<file path="src/rtl/fx_mul_pipe.sv">
// Pipelined signed fixed-point multiplier with selectable rounding and overflow handling.
// Operands are registered, multiplied, rounded, then range-limited into the output register.
`timescale 1ns/1ps
module fx_mul_pipe #(
  parameter int W    = 16,
  parameter int FRAC = 15,
  parameter int RND  = 0,
  parameter int SAT  = 1
) (
  input  logic         clk,
  input  logic         rst_n,
  input  logic         in_valid,
  output logic         in_ready,
  input  logic [W-1:0] a,
  input  logic [W-1:0] b,
  output logic         out_valid,
  input  logic         out_ready,
  output logic [W-1:0] y,
  output logic         ovf,
  output logic [15:0]  ovf_cnt,
  input  logic         cnt_clr
);

  localparam int PW = 2 * W;
  localparam int RW = 2 * W + 1;

  localparam logic signed [RW-1:0] ONE  = RW'(1);
  localparam logic signed [RW-1:0] HALF = RW'(1) << (FRAC - 1);
  localparam logic signed [RW-1:0] MAXV = {{(RW-W+1){1'b0}}, {(W-1){1'b1}}};
  localparam logic signed [RW-1:0] MINV = {{(RW-W+1){1'b1}}, {(W-1){1'b0}}};
  localparam logic [W-1:0]         YMAX = {1'b0, {(W-1){1'b1}}};
  localparam logic [W-1:0]         YMIN = {1'b1, {(W-1){1'b0}}};

  logic                 adv;
  logic                 v1_reg, v2_reg, v3_reg;
  logic signed [W-1:0]  a_reg, b_reg;
  logic signed [PW-1:0] p_reg, p_next;
  logic signed [RW-1:0] r_reg, r_next;
  logic signed [RW-1:0] p_ext, odd_bit, sum_next;
  logic                 hi_next, lo_next, ovf_next;
  logic [W-1:0]         y_next;

  // Every stage moves in lockstep; a stalled output freezes the whole pipe.
  assign adv      = !out_valid || out_ready;
  assign in_ready = adv;

  assign p_next = PW'(a_reg) * PW'(b_reg);

  always_comb begin
    p_ext    = RW'(p_reg);
    odd_bit  = {{(RW-1){1'b0}}, p_reg[FRAC]};
    sum_next = p_ext;
    case (RND)
      1:       sum_next = p_ext + HALF;
      2:       sum_next = p_ext + HALF - ONE + odd_bit;
      default: sum_next = p_ext;
    endcase
    r_next = sum_next >>> FRAC;
  end

  always_comb begin
    hi_next  = r_reg > MAXV;
    lo_next  = r_reg < MINV;
    ovf_next = hi_next || lo_next;
    y_next   = r_reg[W-1:0];
    if (SAT != 0) begin
      if (hi_next)      y_next = YMAX;
      else if (lo_next) y_next = YMIN;
    end
  end

  // Data registers only load on a valid entry; valid bits alone mark bubbles.
  always_ff @(posedge clk or negedge rst_n) begin
    if (!rst_n) begin
      v1_reg    <= 1'b0;
      v2_reg    <= 1'b0;
      v3_reg    <= 1'b0;
      out_valid <= 1'b0;
      a_reg     <= '0;
      b_reg     <= '0;
      p_reg     <= '0;
      r_reg     <= '0;
      y         <= '0;
      ovf       <= 1'b0;
    end else if (adv) begin
      v1_reg    <= in_valid;
      v2_reg    <= v1_reg;
      v3_reg    <= v2_reg;
      out_valid <= v3_reg;
      if (in_valid) begin
        a_reg <= a;
        b_reg <= b;
      end
      if (v1_reg) p_reg <= p_next;
      if (v2_reg) r_reg <= r_next;
      if (v3_reg) begin
        y   <= y_next;
        ovf <= ovf_next;
      end
    end
  end

  always_ff @(posedge clk or negedge rst_n) begin
    if (!rst_n) begin
      ovf_cnt <= '0;
    end else if (cnt_clr) begin
      ovf_cnt <= '0;
    end else if (out_valid && out_ready && ovf && (ovf_cnt != 16'hFFFF)) begin
      ovf_cnt <= ovf_cnt + 16'd1;
    end
  end

endmodule

</file>
<file path="config.mk">
export PLATFORM = sky130hd
export DESIGN_NAME = fx_mul_pipe
export DESIGN_NICKNAME = d
export VERILOG_FILES = /design/src/rtl/fx_mul_pipe.sv
export SDC_FILE = /design/constraint.sdc
export NUM_CORES = 1
export LEC_CHECK = 0
export ABC_AREA = 0
export CAP_MARGIN = 20
export CORE_MARGIN = 2
export CORE_UTILIZATION = 35
export DETAILED_ROUTE_END_ITERATION = 8
export PLACE_DENSITY = 0.57
export SYNTH_ARGS = -nofsm -noshare
export SYNTH_HDL_FRONTEND = slang
export SYNTH_SLANG_ARGS = --single-unit
</file>
<file path="constraint.sdc">
create_clock -name clk -period 7.5 [get_ports clk]
set_input_delay 1.5 -clock clk [delete_from_list [all_inputs] [get_ports clk]]
set_output_delay 1.5 -clock clk [all_outputs]
set_load 0.05 [all_outputs]
</file>
==> results of run 1 <==
[stage by stage]
step	setup WS, ns	cell area [µm²]	instances
4_1_cts	0.663	15100	1906
6_report	0.755	15100	1906
2_1_floorplan	1.42	13500	1339
3_3_place_gp	0.733	14800	1890
3_5_place_dp	0.681	14800	1890
5_1_grt	0.249	15100	1906
[cell usage in the layout (no fill, tap or decap), types with 11 or more instances in the layout]
cell type / instances
nor2_1: 37
clkdlybuf4s50_1: 70
mux2_2: 64
a21oi_1: 16
fa_1: 261
and2_1: 123
ha_1: 80
o21ai_0: 22
nand2_1: 155
inv_1: 301
xnor2_1: 20
buf_4: 13
nand3_1: 11
xor2_1: 14
dfrtp_1: 103
maj3_1: 15
[layer usage]
metal | vias to the layer above | routed length (µm)
met1 | 4697 | 13200
met4 | 0 | 495
met2 | 113 | 16200
met3 | 27 | 740
met5 | - | 0
li1 | 4092 | -
[logic make-up (layout without fill, tap and decap cells)]
group	after synthesis	in the layout	synth area share [%]
and+or+nand+nor	361	361	13.2
muxes	66	66	5.47
adders and majority gates	356	356	47.1
DFF	103	103	19.0
xor gates and xnor gates	34	34	2.20
AOI/OAI and AO/OA	68	68	3.21
buffers and inverters	351	400	9.84
[critical path: cells and delay by family (launching register included)]
family | cells | cell delay (ns)
compound gates | 5 | 1.17
fa+ha+maj | 7 | 3.39
buf+inv | 3 | 0.15
flops | 1 | 0.91
mux | 1 | 0.20
simple gates | 3 | 0.78
[area by class of cell]
cell class | instances | area, µm²
clock buffers | 9 | 225
clock inverters | 7 | 77.6
fillers | 3836 | 23300
inverters | 301 | 1130
multi-input cells | 885 | 9630
flip-flops and latches | 103 | 2580
well taps | 518 | 648
repair buffers | 83 | 798
[cells in the mapped netlist, types with 3 or more instances]
library cell | count | area, µm²
and2_1 | 123 | 769
and3_1 | 4 | 25.0
nor2_1 | 37 | 139
nand4_1 | 9 | 56.3
buf_1 | 5 | 18.8
a21o_1 | 3 | 22.5
o31ai_1 | 3 | 22.5
maj3_1 | 15 | 150
dfrtp_1 | 103 | 2580
fa_1 | 261 | 5230
o21ai_0 | 22 | 110
a21oi_1 | 16 | 80.1
nand2b_1 | 6 | 37.5
clkbuf_1 | 42 | 158
ha_1 | 80 | 1000
a31oi_1 | 4 | 25.0
nor3_1 | 4 | 20.0
o21a_1 | 3 | 22.5
nand3_1 | 11 | 55.1
xnor2_1 | 20 | 175
nand2_1 | 155 | 582
inv_1 | 301 | 1130
xor2_1 | 14 | 123
mux2_2 | 64 | 721
[final timing paths]
kind	startpoint	end	slack, ns
min in group asynchronous	rst_n	y[14]	1.07
setup / recovery	b_reg[7]	p_reg[24]	0.75
max in group asynchronous	rst_n	b_reg[0]	5.06
hold / removal	v3_reg	out_valid	0.48
setup reg to reg	b_reg[7]	p_reg[24]	0.75
hold reg to reg	v3_reg	out_valid	0.48
==> key figures, run 1 <==
Place
  • Port Buffers: 71
  • DP HPWL: 24.6 mm
  • GPL Wtd Cong: 0.841

Route
  • Final wirelength: 30.7 mm
  • Drt first-iter violations: 296
  • Antenna Nets Post-Route: 0
  • Wire per inst: 16.1 µm
  • DRC errors left: 0
  • Via/cell ratio: around 4.7
  • Vias: 8929
  • Drt first pass iters: 5

Synth
  • Synth async-reset ratio: 100%
  • Post-synth EDFFs: 0
  • Syn Nets: 1717
  • Synth Warn #: 0
  • Predominant post-synthesis flop cell: dfrtp_1
  • Syn Area/Cell: 10.1 µm²
  • Seq cells post-synth: between 100 and 150
  • Synthesized area: around 0.014 mm²
  • Synthesized instance count: between 1000 and 1500
  • Sequential area share after synthesis: a little under a fifth
  • Number of distinct library cells after synthesis: 53

Timing
  • Worst slew margin: 33.1%
  • Measured slew at the worst slew-check pin: 1.00 ns
  • Max Clk Rate: 148 MHz
  • Tcrit/Tclk final: 89.9%
  • Setup TNS: 0 ns
  • Hold WS: approximately 0.48 ns
  • Clock Skews: between 0.015 and 0.02 ns
  • Period minus WS final: 6.75 ns
  • Final-report hold violation count: 0
  • Pins Over Slew Limit: 0
  • RSZ-0062 raised after global routing: no
  • Finish-stage setup viols: 0

CTS
  • Clock tree buffer depth: 2
  • CTS Hold Bufs: 0
  • H-tree levels: 3
  • Root Buffer: clkbuf_16
  • TritonCTS clock tree: done
  • Clock transition at path regs: 0.09 ns
  • Clock sink count: roughly 100
  • Cts bufs inserted: 9
  • Post-CTS Setup Bufs: 0
  • Clock Latency Late Sink: 0.38 ns
  • CTS resizes: 0

Die
  • Die X-Extent: approximately 200 µm
  • Initial Utilization: 35.3%
  • Die Span Y: around 200 µm
  • IO Pins: 72
  • Rows: ~70
  • Die area: approximately 0.040 mm²
  • Core area: 0.0384 mm²

Global routing
  • Initial antenna violation count: 0
  • Number of global-route vias before repair: 9787
  • M2 GR Usage: 28.6%
  • Grt peak-use layer: met2
  • Largest net degree at the start of global routing: 71
  • GRT met3 Usage: 1.49%
  • Gr ovfl total: 0
  • M1 GR Usage: 21.4%
  • First-pass GRT wire length: 51.5 mm
  • Global Route Usage Sum: 16.2%

Setup path
  • Crit Path Class: reg2reg
  • CP Launch Type: flip-flop
  • Max stage delay on crit path: 0.91 ns
  • Worst r2r path cells: 19
  • CP max FO: 17
  • Crit. End Element: flip-flop
  • Worst EP required: between 7 and 8 ns
  • Worst EP arrival: ~7.0 ns
  • Crit-path slowest cell: dfrtp_1
  • Cell repeated most along the worst path: fa_1
  • Cell chain of the critical path: nand2_1 > fa_1 > inv_1 > fa_1 > fa_1 > fa_1 > fa_1 > inv_1 > fa_1 > inv_1 > ha_1 > nand4_1 > nor4_1 > a22oi_1 > a21boi_1 > o211ai_2 > a31oi_1 > mux2i_1 > o311ai_0

Cells and area
  • Share of cells above drive strength 1: 7.49%
  • Final #Nets: between 1500 and 2000
  • ANT cells: 0
  • Synth-to-Final Area Change: 11.4%
  • Post-layout util: approximately two fifths

Outcome
  • Outcome: complete, no violations

Min path
  • Min-Delay Path Depth: 2
  • HP Class: reg2reg

Run
  • Max Cap Viol: 0
Power of run 1 is not shown: default switching activity piles up to over one toggle a cycle in this logic, so the estimate is an artifact.
==> run 2: changes to the inputs <==
==> constraint.sdc (replaced) <==
create_clock -name clk -period 7.5 [get_ports clk]
set_input_delay 1.5 -clock clk [delete_from_list [all_inputs] [get_ports clk]]
set_output_delay 1.5 -clock clk [all_outputs]
set_load 0.01 [all_outputs]
==> results of run 2 <==
Same layout as run 1: the final DEF is identical, and so are final timing and power.
Power of run 2 is left out for the same reason.
==> run 3: changes to the inputs <==
CAP_MARGIN = 10   (was 20)
PLACE_DENSITY = 0.59   (was 0.57)
SLEW_MARGIN = 20   (was not set)
clock period = 6.1 ns   (was 7.5 ns; I/O delays follow)
==> run 3 against run 2 <==
  * Die area stayed put
  * Flip-flop and latch count stayed put
  * Via count is 2.5% higher
  * Clock-buffer cell count is 1 higher
==> key figures, run 3 (synthesized netlist as in run 1, its figures left out) <==
Global routing
  • Gr ovfl total: 0 (unchanged)
  • Number of global-route vias before repair: 9996 (was 9787)
  • Global Route Usage Sum: 16.1% (was 16.2%)
  • First-pass GRT wire length: 51.1 mm (was 51.5 mm)
  • Largest net degree at the start of global routing: 59 (was 71)
  • Initial antenna violation count: 0 (unchanged)

Cells and area
  • Final #Nets: 1829 (was 1761)
  • Leading cell type in the layout, fill and taps excluded: inv_1 (unchanged)
  • Share of cells above drive strength 1: 15.7% (was 7.49%)
  • Synth-to-Final Area Change: 17.3% (was 11.4%)
  • Commonest non-fill, non-tap cells in the layout: inv_1 (296), fa_1 (254), nand2_1 (155), and2_1 (118), dfrtp_1 (85) (was inv_1 (301), fa_1 (261), nand2_1 (155), and2_1 (123), dfrtp_1 (103))
  • ANT cells: 0 (unchanged)

Setup path
  • CP max FO: 5 (was 17)
  • Crit Path Class: reg2reg (unchanged)
  • Reg2reg end: p_reg[31] (was p_reg[24])
  • Worst EP arrival: 6.34 ns (was 6.98 ns)
  • RR Startpoint: b_reg[6] (was b_reg[7])
  • Worst r2r path cells: 21 (was 19)
  • CP Launch Type: flip-flop (unchanged)
  • R2R Setup Slk: 0.05 ns (was 0.75 ns)
  • Worst EP required: 6.39 ns (was 7.74 ns)
  • Crit. End Element: flip-flop (unchanged)

Timing
  • Tcrit/Tclk final: 99.2% (was 89.9%)
  • Final-report hold violation count: 0 (unchanged)
  • Hold WS: 0.487 ns (was 0.483 ns)
  • Measured slew at the worst slew-check pin: 0.805 ns (was 1.00 ns)
  • RSZ-0062 raised after global routing: yes (was no)
  • Pins Over Slew Limit: 0 (unchanged)
  • Worst slew margin: 46.3% (was 33.1%)
  • Finish-stage setup viols: 0 (unchanged)
  • Max Clk Rate: 165 MHz (was 148 MHz)
  • Clock Skews: 0.0197 ns (was 0.0190 ns)
  • Period minus WS final: 6.05 ns (was 6.75 ns)

Outcome
  • Outcome: complete, no violations (unchanged)

Min path
  • Worst hold path startpoint: v3_reg (unchanged)
  • HP Class: reg2reg (unchanged)
  • Min-Delay Endpoint: out_valid (unchanged)
  • Min-Delay Path Depth: 2 (unchanged)

Place
  • DP HPWL: 25.3 mm (was 24.6 mm)
  • GPL Wtd Cong: 0.827 (was 0.841)
  • Port Buffers: 71 (unchanged)

Route
  • DRC errors left: 0 (unchanged)
  • Drt first pass iters: 6 (was 5)
  • Drt first-iter violations: 479 (was 296)
  • Final wirelength: 30.6 mm (was 30.7 mm)
  • Wire per inst: 15.5 µm (was 16.1 µm)
  • Vias: 9149 (was 8929)
  • Via/cell ratio: 4.63 (was 4.68)
  • Antenna Nets Post-Route: 0 (unchanged)

CTS
  • TritonCTS clock tree: done (unchanged)
  • Clock transition at path regs: 0.08 ns (was 0.09 ns)
  • Root Buffer: clkbuf_16 (unchanged)
  • H-tree levels: 3 (unchanged)
  • Clock sink count: 103 (unchanged)
  • Clock Latency Late Sink: 0.38 ns (about the same)
  • Cts bufs inserted: 9 (unchanged)
  • CTS Hold Bufs: 0 (unchanged)
  • Clock tree buffer depth: 2 (unchanged)

Die
  • Die X-Extent: 201 µm (unchanged)
  • IO Pins: 72 (unchanged)
  • Die Span Y: 201 µm (unchanged)
  • Rows: 72 (unchanged)
  • Core area: 0.0384 mm² (unchanged)
  • Initial Utilization: 35.3% (unchanged)
  • Die area: 0.0403 mm² (unchanged)

Run
  • Max Cap Viol: 0 (unchanged)
==> run 3: worst max-delay path by stage <==
stage | startpoint | end | slack [ns] | cells past startpoint
after global routing | b_reg[6] | p_reg[31] | -0.18 | 21
final | b_reg[6] | p_reg[31] | 0.05 | 21
after global placement | b_reg[3] | p_reg[20] | 0.01 | 20
after detailed placement | b_reg[2] | p_reg[24] | -0.09 | 20
after floorplan | a_reg[15] | p_reg[30] | 0.02 | 20
after CTS | b_reg[4] | p_reg[31] | 0.008 | 21
==> run 3: through the flow <==
step	setup TNS, ns	utilization [%]	instance area [µm²]	instances	worst slack [ns]
after global placement	0	39.7	15200	1949	0.0146
after detailed placement	-0.240	39.7	15200	1949	-0.0872
final	0	41.4	15900	1974	0.0496
after global routing	-0.658	41.4	15900	1974	-0.182
after floorplan	0	-	13500	1339	0.0158
after CTS	0	40.6	15600	1965	0.00778
==> run 3: layer usage <==
layer,up-vias,part of all wire [%],track usage [%]
met2,121,53,28.5
met3,35,3.1,2.05
li1,4229,-,-
met4,0,2.2,4.42
met5,-,0,0
met1,4764,42,20.7
==> run 3: timing repair <==
action / CTS / global route
endpoints found under the hold margin: 0 / 0
gates resized for setup: 10 / 58
buffers inserted: 0 / 9
cloned: 0 / 0
pin swaps: 3 / 32
setup endpoints to repair: 9 / 13
==> run 3: final cells by class <==
| type | instances | area (µm²) |
|---|---|---|
| clock buffer | 10 | 239 |
| sequential | 103 | 2600 |
| multi-input combinational | 885 | 9850 |
| timing repair buffer | 151 | 1330 |
| inverter | 301 | 1130 |
| fill | 3821 | 22500 |
| tap | 518 | 648 |
| clock inverter | 6 | 86.3 |
==> run 3: critical path: stages (launching register included) <==
cell and delay (ns):
dfrtp_2 0.46, buf_6 0.14, and2_4 0.15, fa_1 0.53, inv_1 0.05, fa_1 0.47
fa_1 0.51, inv_2 0.05, fa_1 0.49, fa_1 0.57, inv_2 0.04, fa_1 0.52
inv_2 0.05, ha_4 0.26, nand4_1 0.15, nor4_4 0.31, a22oi_2 0.16, a21oi_4 0.28
o2111ai_4 0.19, and3_4 0.23, o21a_1 0.18, o31ai_2 0.16
Power of run 3 is left out for the same reason.
